## src/rtl/bram_word_loader.sv

```systemverilog
// bram_word_loader: packs a little-endian byte stream into 32-bit words and
// writes them to consecutive word addresses on the bram_0 write port.
// One command (word base address + byte count) per load; done pulses once
// when the load has been fully written.
// Optional build macro: BRAM_LOADER_CHECKSUM_EN enables a running 32-bit sum
// of every word written during the current load (checksum output); when it is
// undefined, checksum is tied to zero.
module bram_word_loader #(
  parameter int unsigned ADDR_W   = 22,
  parameter int unsigned CNT_W    = 24,
  parameter logic [7:0]  PAD_BYTE = 8'h00
) (
  input  logic              bram_0_clk,
  input  logic              bram_0_rst,
  input  logic              cmd_valid,
  output logic              cmd_ready,
  input  logic [ADDR_W-1:0] cmd_base,
  input  logic [CNT_W-1:0]  cmd_num_bytes,
  input  logic              s_valid,
  output logic              s_ready,
  input  logic [7:0]        s_data,
  output logic [ADDR_W-1:0] bram_0_addr,
  output logic              bram_0_en,
  output logic              bram_0_wr_en,
  output logic [31:0]       bram_0_wrdata,
  output logic              busy,
  output logic              done,
  output logic [31:0]       checksum
);

  typedef enum logic [1:0] {
    IDLE    = 2'd0,
    COLLECT = 2'd1,
    WRITE   = 2'd2,
    DONE    = 2'd3
  } state_t;

  state_t state_r;
  state_t next_state_s;

  logic [ADDR_W-1:0] addr_cnt_r;
  logic [ADDR_W-1:0] bram_addr_r;
  logic [CNT_W-1:0]  remaining_r;
  logic [1:0]        lane_idx_r;
  logic [31:0]       word_r;
  logic [31:0]       wrdata_r;
  logic [31:0]       packed_s;
  logic              cmd_take_s;
  logic              byte_take_s;
  logic              cmd_ready_r;
  logic              s_ready_r;
  logic              busy_r;
  logic              done_r;
  logic              bram_en_r;

  // Unfilled lanes start at the pad value so a short final word is padded.
  localparam logic [31:0] PAD_WORD = {4{PAD_BYTE}};

  // Place one byte into the selected lane of a word, leaving other lanes untouched.
  function automatic logic [31:0] insert_lane(input logic [31:0] word,
                                              input logic [1:0]  lane,
                                              input logic [7:0]  data);
    logic [31:0] result;
    result = word;
    case (lane)
      2'd0:    result[7:0]   = data;
      2'd1:    result[15:8]  = data;
      2'd2:    result[23:16] = data;
      2'd3:    result[31:24] = data;
      default: result        = word;
    endcase
    return result;
  endfunction

  // State register.
  always_ff @(posedge bram_0_clk) begin
    if (bram_0_rst) begin
      state_r <= IDLE;
    end else begin
      state_r <= next_state_s;
    end
  end

  // Next-state decode plus the handshake strobes and the word being assembled.
  always_comb begin
    next_state_s = state_r;
    cmd_take_s   = 1'b0;
    byte_take_s  = 1'b0;
    packed_s     = word_r;
    case (state_r)
      IDLE: begin
        if (cmd_valid && cmd_ready_r) begin
          cmd_take_s = 1'b1;
          if (cmd_num_bytes == {CNT_W{1'b0}}) begin
            next_state_s = DONE;
          end else begin
            next_state_s = COLLECT;
          end
        end else begin
          next_state_s = IDLE;
        end
      end
      COLLECT: begin
        if (s_valid && s_ready_r) begin
          byte_take_s = 1'b1;
          packed_s    = insert_lane(word_r, lane_idx_r, s_data);
          // Word is complete when lane 3 is filled or the stream runs out.
          if ((lane_idx_r == 2'd3) || (remaining_r == CNT_W'(1))) begin
            next_state_s = WRITE;
          end else begin
            next_state_s = COLLECT;
          end
        end else begin
          next_state_s = COLLECT;
        end
      end
      WRITE: begin
        if (remaining_r == {CNT_W{1'b0}}) begin
          next_state_s = DONE;
        end else begin
          next_state_s = COLLECT;
        end
      end
      DONE: begin
        next_state_s = IDLE;
      end
      default: begin
        next_state_s = IDLE;
      end
    endcase
  end

  // Registered outputs follow the next state so they line up with the state they describe.
  always_ff @(posedge bram_0_clk) begin
    if (bram_0_rst) begin
      cmd_ready_r <= 1'b1;
      s_ready_r   <= 1'b0;
      busy_r      <= 1'b0;
      done_r      <= 1'b0;
      bram_en_r   <= 1'b0;
    end else begin
      cmd_ready_r <= (next_state_s == IDLE);
      s_ready_r   <= (next_state_s == COLLECT);
      busy_r      <= (next_state_s != IDLE);
      done_r      <= (next_state_s == DONE);
      bram_en_r   <= (next_state_s == WRITE);
    end
  end

  // Load datapath: address counter, byte countdown, lane index and word assembly.
  always_ff @(posedge bram_0_clk) begin
    if (bram_0_rst) begin
      addr_cnt_r  <= {ADDR_W{1'b0}};
      bram_addr_r <= {ADDR_W{1'b0}};
      remaining_r <= {CNT_W{1'b0}};
      lane_idx_r  <= 2'd0;
      word_r      <= PAD_WORD;
      wrdata_r    <= 32'h0000_0000;
    end else if (cmd_take_s) begin
      addr_cnt_r  <= cmd_base;
      remaining_r <= cmd_num_bytes;
      lane_idx_r  <= 2'd0;
      word_r      <= PAD_WORD;
    end else if (byte_take_s) begin
      remaining_r <= remaining_r - CNT_W'(1);
      if (next_state_s == WRITE) begin
        // Present the finished word; the assembly register restarts empty.
        bram_addr_r <= addr_cnt_r;
        wrdata_r    <= packed_s;
        lane_idx_r  <= 2'd0;
        word_r      <= PAD_WORD;
      end else begin
        lane_idx_r  <= lane_idx_r + 2'd1;
        word_r      <= packed_s;
      end
    end else if (state_r == WRITE) begin
      // Word address wraps naturally at 2^ADDR_W.
      addr_cnt_r <= addr_cnt_r + ADDR_W'(1);
    end
  end

`ifdef BRAM_LOADER_CHECKSUM_EN
  logic [31:0] checksum_r;

  // Running modulo-2^32 sum of the words written during the current load.
  always_ff @(posedge bram_0_clk) begin
    if (bram_0_rst) begin
      checksum_r <= 32'h0000_0000;
    end else if (cmd_take_s) begin
      checksum_r <= 32'h0000_0000;
    end else if (state_r == WRITE) begin
      checksum_r <= checksum_r + wrdata_r;
    end
  end

  assign checksum = checksum_r;
`else
  assign checksum = 32'h0000_0000;
`endif

  assign cmd_ready     = cmd_ready_r;
  assign s_ready       = s_ready_r;
  assign busy          = busy_r;
  assign done          = done_r;
  assign bram_0_en     = bram_en_r;
  assign bram_0_wr_en  = bram_en_r;
  assign bram_0_addr   = bram_addr_r;
  assign bram_0_wrdata = wrdata_r;

endmodule

```

## config.mk

```make
export PLATFORM = sky130hd
export DESIGN_NAME = bram_word_loader
export DESIGN_NICKNAME = d
export VERILOG_FILES = /design/src/rtl/bram_word_loader.sv
export SDC_FILE = /design/constraint.sdc
export NUM_CORES = 1
export LEC_CHECK = 0
export CORE_UTILIZATION = 50
export CTS_CLUSTER_DIAMETER = 80
export DETAILED_ROUTE_END_ITERATION = 8
export PLACE_DENSITY = 0.89
export SLEW_MARGIN = 10
export SYNTH_ARGS = -nofsm -noshare
export SYNTH_HDL_FRONTEND = slang
export SYNTH_SLANG_ARGS = --single-unit
```

## constraint.sdc

```tcl
create_clock -name bram_0_clk -period 2.5 [get_ports bram_0_clk]
set_input_delay 0.25 -clock bram_0_clk [delete_from_list [all_inputs] [get_ports bram_0_clk]]
set_output_delay 0.25 -clock bram_0_clk [all_outputs]
set_load 0.1 [all_outputs]
```

==> results by group, run 1 <==
Place
  • Cells after DPL: 1025
  • Global placer's final weighted congestion: 0.9129
  • Port bufs: 117
  • Placed wire-length estimate: 12520 um

Timing
  • Setup_tns: 0 ns
  • Slew HR: 35.33%
  • Final Cycle Share: 95.81%
  • Max-slew violations: 0
  • Fin crit period: 2.395 ns
  • Clk_skew: 0.006868 ns
  • # setup viols final: 0
  • F_max: 0.4175 GHz
  • Slew at the pin with the worst max-slew slack: 0.9642 ns
  • Hold Vio Cnt, Final: 0

Clocking
  • Bufs on Longest Clock Path: 2
  • Clock Sinks: 141
  • Post-CTS sizing: 0
  • CTS tree: yes
  • H-tree depth: 4
  • Worst skew pair latency: 0.42 ns
  • Post-CTS Hold Buffers: 0
  • Total CTS buffers: 17
  • Clk slew on worst S/H paths: 0.06 ns
  • CTS Root Cell: clkbuf_16
  • Setup Fix Bufs, Post-CTS: 0

Die
  • Initial core utilization: 51.71%
  • Core footprint: 13350 sq um
  • Die area: 14280 sq um
  • Num ports: 150
  • DIE WIDTH: 119.5 um
  • Die H: 119.5 um
  • # rows: 42

GRT
  • Antenna violations before repair: 0
  • Vias in the first global route: 5932
  • Largest net degree at the start of global routing: 53
  • GRT overflow: 0
  • Total track usage: 26.73%
  • First-pass GRT wire length: 30360 um

Synthesis
  • Syn. warnings: 0
  • Synth top area share: 40.90%
  • Post-synth top flop: dfxtp_1
  • Commonest cells post-synth: dfxtp_1 (141), a211oi_1 (56), nand2_1 (46)
  • Post-synth top area cell: dfxtp_1
  • Top cells by area, synth: dfxtp_1 (41%), a211oi_1 (6.1%), a311oi_1 (4.6%)
  • Most frequent cell after synthesis: dfxtp_1
  • Register area share after synthesis: 40.90%
  • #FFs+latches synth: 141
  • Cell Area, Synth: 6902 sq um
  • Yosys cell types: 54
  • Async S/R FF share, synth: 0%
  • Avg Inst Size Synth: 9.022 sq um
  • Post-synth EDFFs: 0
  • Synth Instances: 765

Pwr
  • Peak supply drop: 0.4699 mV
  • Net Sw Power: 0.001707 W
  • Seq pwr share: 38.9%
  • Power per standard cell area: 713.3 nW/um^2
  • P_int: 0.004522 W
  • Sw Ratio: 27.40%
  • Combinational share of power: 15.4%
  • Leakage: 3.099 nW
  • Clock Power Share: 45.6%

Min path
  • HP Start: bram_0_rst
  • Worst Hold Path Cells: 2
  • End of the worst hold path: remaining_r[1]
  • Hold Path Class: primary input to flip-flop

Setup path
  • Worst Path Class, Setup: flip-flop to flip-flop
  • Reg-to-reg startpoint: remaining_r[5]
  • CP Max Fanout: 44
  • Crit path max-delay cell type: or4_1
  • Reg2Reg Depth: 6
  • Cell family with most CP delay: simple AND/OR/NAND/NOR gates
  • CP cell instances: or4_1 -> nor4_4 -> buf_12 -> a21o_2 -> buf_12 -> mux2i_1
  • Worst EP arrival: 2.74 ns
  • Buf/Inv on CP: 2
  • Reg-to-reg slack, setup: 0.10 ns
  • Largest stage delay, worst path: 0.64 ns
  • Endpoint type of the worst setup path: flip-flop
  • CP required: 2.85 ns
  • RR Endpoint: bram_0_addr[0]
  • Critical path startpoint category: flip-flop
  • CP dominant cell by count: buf_12

Drt
  • Vias per inst: 6.138
  • DRT antenna net count: 0
  • WL final: 18850 um
  • DRC: 0
  • First DRT Iteration DRCs: 731
  • Vias: 6488
  • Routed length per instance: 17.83 um
  • DRT Pass-1 Iters: 8

Final layout
  • Footprint of the multi-input gates: 3704 sq um
  • Register Area: 2824 sq um
  • # fillers: 1071
  • Share of layout cells above drive strength 1: 15.32%
  • Diode count: 0
  • Final Non-Filler Cells: 1057
  • Layout area overhead: 26.52%
  • Final net count: 935
  • Post-Route Utilization: 65.42%

Status
  • Outcome: completed

Run
  • Max cap viols: 0
==> stage by stage <==
step / instance area (sq um) / power, W / hold WS [ns] / setup WS [ns]
after global placement: 8024 / 0.003392 / 0.4600 / 0.06414
after detailed placement: 8024 / 0.003405 / 0.4641 / -0.08244
after CTS: 8685 / 0.006224 / 0.2028 / 0.06687
final: 8732 / 0.006229 / 0.2149 / 0.1048
after global routing: 8732 / 0.006432 / 0.2243 / -0.001649
after floorplan: 7019 / 0.003150 / 0.3860 / 0.1731
==> flip-flops by register name, indices dropped and copies added, names as in the netlist <==
register,cells
addr_cnt_r,22
bram_0_addr,22
bram_0_en,1
bram_0_wrdata,32
busy,1
cmd_ready,1
done,1
lane_idx_r,2
remaining_r,24
s_ready,1
state_r,2
word_r,32
==> how the worst max path moves through the flow <==
stage / slack, ns / endpoint / cells past startpoint / start
2_1_floorplan: 0.17 / word_r[17] / 6 / cmd_ready
3_3_place_gp: 0.06 / word_r[11] / 6 / s_valid
3_5_place_dp: -0.08 / word_r[6] / 6 / s_valid
4_1_cts: 0.07 / word_r[6] / 5 / state_r[1]
5_1_grt: -0.002 / bram_0_addr[7] / 6 / remaining_r[5]
6_report: 0.10 / bram_0_addr[0] / 6 / remaining_r[5]
==> cell families (layout without fill, tap and decap cells) <==
family / count (synthesis) / in the layout / share of synthesized area (%)
and+or+nand+nor: 274 / 274 / 21.86
DFF: 141 / 141 / 40.90
muxes: 31 / 31 / 4.496
xor gates and xnor gates: 13 / 13 / 1.650
adders and majority gates: 8 / 8 / 1.450
buffers and inverters: 102 / 187 / 7.796
other: 1 / 32 / 0.05434
AOI/OAI and AO/OA: 195 / 195 / 21.79
==> cells in the final DEF, fill, tap and decap left out, types with 5 or more instances in the layout <==
cell,Yosys,layout
dfxtp_1,141,140
ha_1,8,8
or3_1,16,16
nand2_1,46,46
nand2b_1,44,44
and4_1,6,6
a211oi_1,56,56
or4_1,7,7
buf_4,38,89
o211ai_1,5,5
mux2i_1,31,31
nand3_1,39,39
nand4_1,13,13
inv_1,8,8
and2_1,10,10
clkdlybuf4s50_1,0,56
a31oi_1,11,11
a21oi_1,17,16
and3_1,12,12
nor3_1,12,12
a311oi_1,36,36
conb_1,1,32
clkbuf_16,0,18
a32o_1,24,24
nor2_1,41,40
bufinv_16,0,6
nor4_1,11,11
xnor2_1,9,9
o21ai_0,16,16
==> worst register-to-register path, cell delays in order (launching register included) <==
cell and delay, ns:
dfxtp_1 0.35, or4_1 0.64, nor4_4 0.37, buf_12 0.26, a21o_2 0.25, buf_12 0.22, mux2i_1 0.23
==> metal layers <==
metal / GRT usage [%] / wire length (um) / vias up / share of wire, %
li1: - / - / 3061 / -
met1: 35.22 / 7804 / 3045 / 41
met2: 42.67 / 8942 / 321 / 47
met3: 5.316 / 1520 / 61 / 8.1
met4: 10.86 / 583 / 0 / 3.1
met5: 0 / 0 / - / 0
==> power groups by stage <==
stage               logic, W  clock network (W)  registers, W
floorplan           0.000673                  0       0.00248
global placement    0.000929                  0       0.00246
detailed placement  0.000939                  0       0.00247
CTS                 0.000945            0.00286       0.00242
global route         0.00102            0.00298       0.00244
finish              0.000962            0.00284       0.00242
==> final cells by class <==
class,count,area share [%]
clock buffer,20,5.115
multi-input combinational,553,42.41
clock inverter,11,2.450
inverter,8,0.3439
sequential,141,32.34
tap,176,2.522
timing repair buffer,148,14.82
Power figures use the tool's default switching activity.
==> run 2: changes to the inputs <==
- CAP_MARGIN: not set -> 10
==> results of run 2 <==
The final DEF is identical to that of run 1; final timing and power are the same.
==> run 3: changes to the inputs <==
- SLEW_MARGIN: 10 -> 20
==> results of run 3 <==
The final DEF is identical to that of run 1; final timing and power are the same.
